--- src/rtl/imem_loader_pkg.sv ---
// Shared types and constants for the boot-time instruction-memory loader.
// IMEM_ADDR_W is the same word-address width the fetch stage slices from the PC.
package imem_loader_pkg;

  localparam int IMEM_ADDR_W = 12;
  localparam int HDR_BYTES   = 4;
  localparam int WORD_BYTES  = 4;

  typedef enum logic [2:0] {
    S_HDR,
    S_DATA,
    S_FLUSH,
    S_DONE,
    S_ERROR
  } state_e;

endpackage

--- src/rtl/imem_loader_byte_packer.sv ---
// Little-endian byte-to-word packer shared by the header count and data words.
// word_o/word_done_o are combinational and valid in the cycle of the last byte.
module imem_loader_byte_packer
  import imem_loader_pkg::*;
(
  input  logic        clk,
  input  logic        rst,
  input  logic        clr,
  input  logic        byte_en,
  input  logic [7:0]  byte_i,
  output logic [31:0] word_o,
  output logic        word_done_o
);

  localparam int PACK_BYTES =
    (HDR_BYTES > WORD_BYTES) ? HDR_BYTES : WORD_BYTES;
  localparam logic [1:0] LAST = 2'(PACK_BYTES - 1);

  logic [1:0]  cnt_q, cnt_d;
  logic [23:0] sh_q, sh_d;

  assign word_o      = {byte_i, sh_q};
  assign word_done_o = byte_en && (cnt_q == LAST);

  always_comb begin
    cnt_d = cnt_q;
    sh_d  = sh_q;
    if (clr) begin
      cnt_d = '0;
      sh_d  = '0;
    end else if (byte_en) begin
      cnt_d = cnt_q + 2'd1;
      sh_d  = {byte_i, sh_q[23:8]};
    end
  end

  always_ff @(posedge clk) begin
    if (!rst) begin
      cnt_q <= '0;
      sh_q  <= '0;
    end else begin
      cnt_q <= cnt_d;
      sh_q  <= sh_d;
    end
  end

endmodule

--- src/rtl/imem_loader.sv ---
// Streams a counted, little-endian program image into instruction memory
// and holds the core in reset until the whole image has been written.
module imem_loader
  import imem_loader_pkg::*;
#(
  parameter int ADDR_W = IMEM_ADDR_W
) (
  input  logic              clk,
  input  logic              rst,
  input  logic              in_valid,
  input  logic [7:0]        in_data,
  output logic              in_ready,
  input  logic              load_req,
  output logic              imem_we,
  output logic [ADDR_W-1:0] imem_addr,
  output logic [31:0]       imem_wdata,
  output logic              cpu_hold,
  output logic              done,
  output logic              err
);

  localparam logic [32:0] CAP = 33'(1) << ADDR_W;

  state_e state_q, state_d;

  logic [ADDR_W-1:0] idx_q, idx_d;
  logic [ADDR_W-1:0] last_q, last_d;
  logic              we_q, we_d;
  logic [ADDR_W-1:0] addr_q, addr_d;
  logic [31:0]       wdata_q, wdata_d;

  logic        byte_en;
  logic        rearm;
  logic [31:0] word;
  logic        word_done;

  assign byte_en = in_valid && in_ready;
  assign rearm   = load_req &&
                   (state_q == S_DONE || state_q == S_ERROR);

  imem_loader_byte_packer u_pack (
    .clk         (clk),
    .rst         (rst),
    .clr         (rearm),
    .byte_en     (byte_en),
    .byte_i      (in_data),
    .word_o      (word),
    .word_done_o (word_done)
  );

  always_ff @(posedge clk) begin
    if (!rst) state_q <= S_HDR;
    else      state_q <= state_d;
  end

  always_comb begin
    state_d = state_q;
    unique case (state_q)
      S_HDR: begin
        if (word_done) begin
          if (word == 32'd0)
            state_d = S_DONE;
          else if ({1'b0, word} > CAP)
            state_d = S_ERROR;
          else
            state_d = S_DATA;
        end
      end
      S_DATA: begin
        if (word_done && idx_q == last_q)
          state_d = S_FLUSH;
      end
      S_FLUSH: state_d = S_DONE;
      S_DONE:  if (load_req) state_d = S_HDR;
      S_ERROR: if (load_req) state_d = S_HDR;
      default: state_d = S_HDR;
    endcase
  end

  always_comb begin
    in_ready = 1'b0;
    done     = 1'b0;
    err      = 1'b0;
    cpu_hold = 1'b1;
    unique case (1'b1)
      (state_q == S_HDR),
      (state_q == S_DATA): in_ready = 1'b1;
      (state_q == S_DONE): begin
        done     = 1'b1;
        cpu_hold = 1'b0;
      end
      (state_q == S_ERROR): err = 1'b1;
      default: ;
    endcase
  end

  // last_q holds count-1 so a full 2^ADDR_W load ends at the top index
  always_comb begin
    idx_d   = idx_q;
    last_d  = last_q;
    we_d    = 1'b0;
    addr_d  = addr_q;
    wdata_d = wdata_q;
    if (rearm) idx_d = '0;
    if (word_done && state_q == S_HDR) begin
      last_d = word[ADDR_W-1:0] - ADDR_W'(1);
      idx_d  = '0;
    end
    if (word_done && state_q == S_DATA) begin
      we_d    = 1'b1;
      addr_d  = idx_q;
      wdata_d = word;
      idx_d   = idx_q + ADDR_W'(1);
    end
  end

  always_ff @(posedge clk) begin
    if (!rst) begin
      idx_q   <= '0;
      last_q  <= '0;
      we_q    <= 1'b0;
      addr_q  <= '0;
      wdata_q <= '0;
    end else begin
      idx_q   <= idx_d;
      last_q  <= last_d;
      we_q    <= we_d;
      addr_q  <= addr_d;
      wdata_q <= wdata_d;
    end
  end

  assign imem_we    = we_q;
  assign imem_addr  = addr_q;
  assign imem_wdata = wdata_q;

endmodule

--- config.mk ---
export PLATFORM = sky130hd
export DESIGN_NAME = imem_loader
export DESIGN_NICKNAME = d
export VERILOG_FILES = /design/src/rtl/imem_loader_pkg.sv /design/src/rtl/imem_loader_byte_packer.sv /design/src/rtl/imem_loader.sv
export SDC_FILE = /design/constraint.sdc
export NUM_CORES = 1
export LEC_CHECK = 0
export ABC_AREA = 1
export CORE_ASPECT_RATIO = 1.1
export CORE_MARGIN = 1.5
export CORE_UTILIZATION = 60
export CTS_BUF_LIST = sky130_fd_sc_hd__clkbuf_8
export CTS_CLUSTER_DIAMETER = 60
export DETAILED_ROUTE_END_ITERATION = 16
export GPL_TIMING_DRIVEN = 0
export PLACE_DENSITY = 0.87
export SLEW_MARGIN = 20
export SYNTH_ARGS = -nofsm -noshare
export SYNTH_HDL_FRONTEND = slang
export SYNTH_SLANG_ARGS = --single-unit
--- constraint.sdc ---
create_clock -name clk -period 3.2 [get_ports clk]
set_input_delay 0.48 -clock clk [delete_from_list [all_inputs] [get_ports clk]]
set_output_delay 0.48 -clock clk [all_outputs]
set_load 0.005 [all_outputs]
* Yosys cells after proc, flatten, opt, wreduce, memory -nomap -nowiden
Cells that the tools add are included.
** Operators by class
- Add/sub/neg operators :: 3
- Multiplexer cells :: 14
- Equal/unequal tests :: 9
- Bitwise logic cells :: 1
- Magnitude comparators :: 1
- Reductions and logical operators :: 14
** Operators by type and width (number)
- 12-bit 2-to-1 mux :: 3
- 32-bit by 13-bit > comparator with 1-bit output (second input constant) :: 1
- 32-bit zero test :: 1
- 3-bit 2-to-1 mux :: 5
- 12-bit by 1-bit adder with 12-bit output (second input constant) :: 1
- 12-bit == test :: 1
- 3-bit case mux with 4 select lines :: 1
- 12-bit by 1-bit subtractor with 12-bit output (second input constant) :: 1
- 3-bit by 2-bit == test with 1-bit output (second input constant) :: 2
- 1-bit logical AND :: 6
- 2-bit OR reduction :: 3
- 1-bit 2-to-1 mux :: 5
- 2-bit != test (second input constant) :: 2
- 3-bit by 1-bit == test with 1-bit output (second input constant) :: 1
- 3-bit == test (second input constant) :: 1
- 3-bit zero test :: 1
- 3-bit AND reduction :: 1
- 3-bit nonzero test :: 1
- 2-bit by 1-bit adder with 2-bit output (second input constant) :: 1
- 2-bit == test (second input constant) :: 1
- 2-bit by 1-bit != test with 1-bit output (second input constant) :: 1
- 1-bit logical OR :: 1
- 1-bit NOT :: 1
** Storage, ports and cells
- Flip-flop bits (word level) :: 98
- Output and inout port bits :: 49
- Word-level logic and storage cells :: 50
- Bits of input ports :: 12

* Logic depth before layout (Yosys ltp)
Gate-level depths: netlist (run 1).
- Depth in word-level cells :: 8
- Gate-level depth with buffers :: 12
- Depth with buffers taken out :: 11

* Hierarchy
Synthesis (run 1) repeated with hierarchy kept, for this count alone.
** Second synthesis, totals
- Cell total of the unflattened synthesis :: 613
- Area total of the unflattened synthesis :: 4628.2 sq um
** Modules (own cells, without submodules)
- imem_loader :: instances 1, seq. area each 1441.4 sq um, cells an instance 486, area an instance 3463.3 sq um
- imem_loader_byte_packer :: instances 1, seq. area each 520.5 sq um, cells an instance 127, area an instance 1164.9 sq um

* Least setup slack after synthesis (run 1)
Ideal clock, no wire load.
- Kind :: register to register
- Start :: reg state_q[1]
- End :: reg idx_q[7]
- Buffers on the path :: 1
- Data arrival time :: 1276 ps
- Path slack :: 1791 ps
- Period minus slack after synthesis :: 1409 ps
- Stages on the path, launching flop included :: 9
- Data required time :: 3068 ps
- Setup time :: 132 ps
- Cell sequence :: dfxtp_1 > nor2_4 > nand2_4 > nor2_4 > inv_2 > and2_4 > buf_4 > o21ai_1 > a21oi_1
** Between the ends
- Cells in the longest elaborated chain, start to end :: 8
- Elaborated cells on any way between the ends :: 15
- Classes of those cells :: eq/ne (3); mux (3); reduce/logical (9)
** Ends and longest elaborated chain
- from (decl) :: line imem_loader.sv:24 : state_e state_q, state_d;
- from (signal assigned) :: line imem_loader.sv:53 : else state_q <= state_d;
- 3-bit by 1-bit == test with 1-bit output / 3-bit zero test (equally long branches) :: line imem_loader.sv:87, imem_loader.sv:86
- 2-bit OR reduction (*) :: line imem_loader.sv:85 : unique case (1'b1)
- 1-bit 2-to-1 mux (*) :: line imem_loader.sv:85
- named net in_ready :: line imem_loader.sv:12 : output logic in_ready,
- 1-bit logical AND (*) :: line imem_loader.sv:37 : assign byte_en = in_valid && in_ready;
- 1-bit logical AND (*) :: line imem_loader_byte_packer.sv:23 : assign word_done_o = byte_en && (cnt_q == LAST);
- 1-bit logical AND :: line imem_loader.sv:105 : if (word_done && state_q == S_HDR) begin
- 12-bit 2-to-1 mux :: line imem_loader.sv:105
- 12-bit 2-to-1 mux :: line imem_loader.sv:109 : if (word_done && state_q == S_DATA) begin
- to (signal assigned) :: line imem_loader.sv:125 : idx_q <= idx_d;
- to (decl) :: line imem_loader.sv:26 : logic [ADDR_W-1:0] idx_q, idx_d;
Mark *: on every way through the listed nets, which the timed path passes. The rest lies on a longest branch.
A chain may end at the register's enable or synchronous reset.

* Worst setup path in the final report (run 1)
- Start :: reg state_q[1]
- End :: out done
** Between the ends
- Cells in the longest elaborated chain, start to end :: 2
** Ends and longest elaborated chain
- 3-bit by 2-bit == test with 1-bit output :: line imem_loader.sv:88 : (state_q == S_DONE): begin
- 1-bit 2-to-1 mux :: line imem_loader.sv:85
- to (decl) :: line imem_loader.sv:18 : output logic done,
Every way passes these cells.

==> impl_metrics.toml, run 1 <==
[worst_setup_path]
cp.required_ns = 2.72
crit_arrival_ns = 1.71
end_kind = "primary output"
r2r-end = "idx_q[11]"
worst-path-buf-inv = 2
cp.depth = 3
setup.worst_path.start = "state_q[1]"
r2r-start = "idx_q[2]"
endpoint = "done"
r2r_slack_ns = 1.48
cp_slowest_cell = "clkdlybuf4s50_1"
cp_slowest_stage_delay_ns = 0.53
path_cells = "inv_1, nor3_2, clkdlybuf4s50_1"
worst_r2r_path_depth = 10
startpoint_type = "flop"
path_max_fanout = 6
cp_top_family = "buffers and inverters"
crit_type = "flop to primary output"

[timing]
fin_skew_ns = 0.01121
whs_ns = 0.4732
max_slew_margin = 0.5941
setup-violations-final = 0
tns_ns = 0
min_period_ns = 2.192
worst_pin_slew_ns = 0.6089
drv_slew = 0
fin_crit_sh = 0.6851
fmax_mhz = 456.2
rsz0062_at_grt = "false"
timing.final.ws_setup_ns = 1.008
hold_viol = 0

[detailed_routing]
wirelength_um = 10900
first_pass_iters = 7
drtIter0Drc = 324
wire_per_inst_um = 14.57
remaining_drc_errors = 0
ant_nets = 0
post_drt_via_cell_ratio = 5.519
vias = 4128

[logic_synthesis]
yosys.area_share.adder = 0.01183
ys_types = 32
synth_compound_area_frac = 0.1603
syn-num-nets = 607
yosys-top-cells-area = "dfxtp_1 46%, nand2_1 16%, a21oi_1 10%"
ys_ff_latch = 98
synthSimpleGateAreaFrac = 0.2694
avgSynthCellArea_um2 = 7.158
synth_edf_count = 0
async_flop_share = 0
ys_warn_count = 0
seq_area_frac_synth = 0.4638
synth_top_area_share = 0.4638
synth_top_family_by_area = "simple AND/OR/NAND/NOR gates"
ys.flop_type = "dfxtp_1"
synth_mux_area_frac = 0
synth_top_area_cell = "dfxtp_1"
synth_xor_area_frac = 0.02070
synth_area_um2 = 4230
postSynthCellCount = 591

[layout]
final_cell_mix = "183 x nand2_1, 98 x dfxtp_1, 86 x a21oi_1"
final_area_um2 = 5112
area_growth_pct = 20.85
antennaDiodeCount = 0
final_common_cell = "nand2_1"
n_fill_cell = 514
nNetsFinal = 677
fin_cells = 748
drive_gt1_frac = 0.07508

[clock_network]
clock-sinks = 98
cts_tree = "done"
clk_path_buf_depth = 2
clk_pin_slew_worst_paths_ns = 0.10
cts-hold-fix-buffers = 0
post_cts_resized = 0
postCtsSetupBuffers = 0
numCtsBuffers = 9
root_buffer = "clkbuf_8"
cts-htree-levels = 3
insertion_delay_ns = 0.38

[global_routing]
first_global_vias = 3881
grt_max_degree = 18
grt_util_all_layers = 0.2975
grt_pass1_wl_um = 18080
gr-total-overflow = 0
antenna_found_initial = 0

[worst_hold_path]
min_path_type = "flop to flop"

[floorplan]
coreArea_um2 = 6710
rows = 31
die-area_um2 = 7564
start_util = 0.6304
die_y_um = 91.07
chipWidth_um = 83.06
io_pins = 61

[placement]
io_buffer_count = 59
gp_congestion = 0.9234
dp_cells = 732
place_worst_setup_slack_ns = 1.144
dp_hpwl_um = 8112
placed_cell_area_um2 = 4923

[pwr]
ir_drop_mv = 0.4811
leakage_nw = 1.971
pwr_density_cell_nw_per_um2 = 539.6

[status]
status = "completed"

[run]
maxCapViolations = 0
-- final cells by class --
type	instances	area, um2	share of cell area
Multi-Input combinational cell	422	1956	0.3825
Sequential cell	98	1962	0.3837
Clock buffer	10	137.6	0.02692
Clock inverter	6	51.30	0.01003
Buffer	28	151.4	0.02961
Timing Repair Buffer	59	590.6	0.1155
Tap cell	82	102.6	0.02007
Inverter	43	161.4	0.03157
-- metal layers --
layer  routed length, um  vias up  GRT usage
li1                    -     2038          -
met1                4434     1918     0.3544
met2                5634      150     0.5257
met3                 644       22    0.05636
met4                 181        0     0.1194
met5                   0        -          0
-- through the flow --
| stage | power [mW] | util |
|---|---|---|
| final | 2.759 | 0.7619 |
| after CTS | 2.746 | 0.7619 |
| after floorplan | 1.812 | - |
| after detailed placement | 2.001 | 0.7337 |
| after global routing | 2.889 | 0.7619 |
| after global placement | 1.977 | 0.7337 |
-- Yosys cell counts, types with 2 or more instances --
master and number:
nand2_1 183, dfxtp_1 98, a21oi_1 86, nor2_1 54, inv_1 39, o21ai_0 30, nand3_1 17, clkbuf_1 11
buf_2 10, xnor2_1 7, o21ai_1 6, buf_4 5, nor3_1 5, ha_1 4, inv_2 4, nand4_1 4
nor2_2 3, nor2_4 3, o211ai_1 3, xor2_1 3, a31oi_1 2, buf_6 2, o21bai_1 2, or2_2 2
-- worst min path at each step --
stage                     from  depth (start not counted)  slack (ns)               to
6_report        imem_wdata[20]                          2        0.47   imem_wdata[20]
5_1_grt         imem_wdata[16]                          2        0.49   imem_wdata[16]
4_1_cts          imem_wdata[6]                          2        0.47    imem_wdata[6]
3_5_place_dp     imem_wdata[6]                          2        0.46    imem_wdata[6]
3_3_place_gp   u_pack.cnt_q[1]                          2        0.45  u_pack.cnt_q[1]
2_1_floorplan  u_pack.cnt_q[1]                          2        0.44  u_pack.cnt_q[1]
-- worst min-delay path: stages (launching register included) --
cell and delay, ns:
dfxtp_1 0.32, nand2_1 0.06, a21oi_1 0.06
-- flip-flops by register name, indices dropped and copies added (netlist names) --
register,flops
imem_we,1
idx_q,12
u_pack.cnt_q,2
u_pack.sh_q,24
imem_addr,12
imem_wdata,32
last_q,12
state_q,3
-- power by group --
group	switching, mW	leakage, nW	internal, mW	total, mW
logic	0.405	1.09	0.224	0.629
registers	0.0815	0.791	1.28	1.36
clock network	0.456	0.0931	0.312	0.768
-- logic make-up (layout without fill, tap and decap cells) --
logic type,Yosys count,after routing
xor gates and xnor gates,10,10
adders and majority gates,4,4
DFF,98,98
and+or+nand+nor,277,277
AOI/OAI and AO/OA,131,131
buffers and inverters,71,146
Power figures use the tool's default switching activity.
==> inputs of run 2 (changes only) <==
--- a/config.mk
+++ b/config.mk
@@ -8,12 +8,12 @@
 export ABC_AREA = 1
 export CORE_ASPECT_RATIO = 1.1
 export CORE_MARGIN = 1.5
-export CORE_UTILIZATION = 60
+export CORE_UTILIZATION = 51
 export CTS_BUF_LIST = sky130_fd_sc_hd__clkbuf_8
 export CTS_CLUSTER_DIAMETER = 60
 export DETAILED_ROUTE_END_ITERATION = 16
 export GPL_TIMING_DRIVEN = 0
-export PLACE_DENSITY = 0.87
+export PLACE_DENSITY = 0.79
 export SLEW_MARGIN = 20
 export SYNTH_ARGS = -nofsm -noshare
 export SYNTH_HDL_FRONTEND = slang
==> constraint.sdc (replaced) <==
create_clock -name clk -period 1.8 [get_ports clk]
set_input_delay 0.27 -clock clk [delete_from_list [all_inputs] [get_ports clk]]
set_output_delay 0.27 -clock clk [all_outputs]
set_load 0.005 [all_outputs]
==> run 2 against run 1 <==
Via count shrank 1.5%; first-iteration DRC count is 21% lower; sequential power grew 79%; die area rose by 17%; non-clock buffer count increased by 1; cell count up 3.6%; critical path depth is 1 lower; count of clock-buffer cells in the layout decreased by 1; largest cell class unchanged.
==> impl_metrics.toml, run 2 (synthesis gave the netlist of run 1 again) <==
[worst_hold_path]
min_path_type = "input pin to flop"
worstHoldPathCells = 3

[floorplan]
start_util = 0.5289
io_pins = 61
die-area_um2 = 8851
rows = 34
die_y_um = 98.52
coreArea_um2 = 7998
chipWidth_um = 89.84

[clock_network]
numCtsBuffers = 9
insertion_delay_ns = 0.38
cts_tree = "done"
clock-sinks = 98
cts-htree-levels = 3
root_buffer = "clkbuf_8"
clk_pin_slew_worst_paths_ns = 0.10
clk_path_buf_depth = 2

[pwr]
p_clk_frac = 0.293
switching_power_mw = 1.706
power_mw = 5.081
pwr-share-comb = 0.226
pwr_density_cell_nw_per_um2 = 977.5
ir_drop_mv = 0.4946
p_int_mw = 3.375
swShare = 0.3357
leakage_nw = 2.004
pwr-share-seq = 0.480

[timing]
drv_slew = 0
worst_pin_slew_ns = 0.5503
setup-violations-final = 0
timing.final.ws_setup_ns = 0.07769
min_period_ns = 1.722
fin_crit_sh = 0.9568
rsz0062_at_grt = "false"
hold_viol = 0
fin_skew_ns = 0.01000
max_slew_margin = 0.6331
fmax_mhz = 580.6

[worst_setup_path]
crit_arrival_ns = 1.45
worst_r2r_path_depth = 8
crit_type = "flop to primary output"
end_kind = "primary output"
startpoint_type = "flop"
path_max_fanout = 6
cp.required_ns = 1.53

[detailed_routing]
wl_met3_um = 515
drtIter0Drc = 256
wl_met2_um = 5621
vias = 4066
wl_met1_um = 4568
wire_per_inst_um = 14.15
first_pass_iters = 6
top_layer_used = "met4"
remaining_drc_errors = 0
wirelength_um = 10970
ant_nets = 0
post_drt_via_cell_ratio = 5.246

[placement]
place_worst_setup_slack_ns = -0.07692
dp_hpwl_um = 8184
io_buffer_count = 59
gp_congestion = 0.9368

[layout]
drive_gt1_frac = 0.08696
nNetsFinal = 678
antennaDiodeCount = 0
area_growth_pct = 22.86
largest_reg_flops = 32
multi_input_area_um2 = 1969
regArea_um2 = 1974
final_cell_mix = "183 x nand2_1, 94 x dfxtp_1, 86 x a21oi_1"
n_fill_cell = 748
final_common_cell = "nand2_1"

[global_routing]
first_global_vias = 3871
grt_pass1_wl_um = 18360
grt_util_all_layers = 0.2578
antenna_found_initial = 0
gr-total-overflow = 0
grt_max_degree = 19

[status]
status = "completed"

[run]
maxCapViolations = 0
## run 2: layout make-up
cell class	count	share of cell area
Tap cell	108	0.02600
Multi-Input combinational cell	422	0.3789
Timing Repair Buffer	60	0.1151
Inverter	43	0.03105
Clock buffer	9	0.02383
Buffer	28	0.02913
Clock inverter	7	0.01613
Sequential cell	98	0.3799
## run 2: power by group through the flow
stage	sequential [mW]	combinational, mW	clock (mW)
2_1_floorplan	2.43	0.786	0
3_3_place_gp	2.47	1.06	0
6_report	2.44	1.15	1.49
4_1_cts	2.43	1.13	1.50
5_1_grt	2.46	1.28	1.59
3_5_place_dp	2.47	1.08	0
## run 2: timing repair
action,in CTS,in global routing
setup endpoints to repair,3,4
hold endpoints to repair,0,0
pin swaps,1,1
hold buffers,0,0
resized for setup,10,4
setup buffers,1,0
## run 2: critical path, cell delays in order, from the launching register on
cell and delay, ns:
dfxtp_4 0.38, nor2_4 0.17, clkdlybuf4s50_1 0.53
## run 2: stage by stage
step | instance area, um2 | hold WS (ns) | setup TNS (ns) | cells | util
2_1_floorplan | 4230 | 0.4138 | 0 | 591 | -
3_3_place_gp | 4956 | 0.4530 | -0.2411 | 758 | 0.6197
6_report | 5197 | 0.2911 | 0 | 775 | 0.6499
4_1_cts | 5191 | 0.2912 | 0 | 775 | 0.6491
5_1_grt | 5197 | 0.3305 | 0 | 775 | 0.6499
3_5_place_dp | 4956 | 0.4584 | -0.9953 | 758 | 0.6197
## run 2: metal layers
metal	vias to the layer above	track usage
li1	2040	-
met1	1876	0.3023
met2	129	0.4651
met3	21	0.04707
met4	0	0.1050
met5	-	0
## run 2: final timing paths
path                  from       endpoint  slack, ns
min                    rst      last_q[9]       0.29
min reg2reg  imem_wdata[2]  imem_wdata[2]       0.47
max             state_q[1]       in_ready       0.08
max reg2reg     state_q[1]   imem_addr[2]       0.16
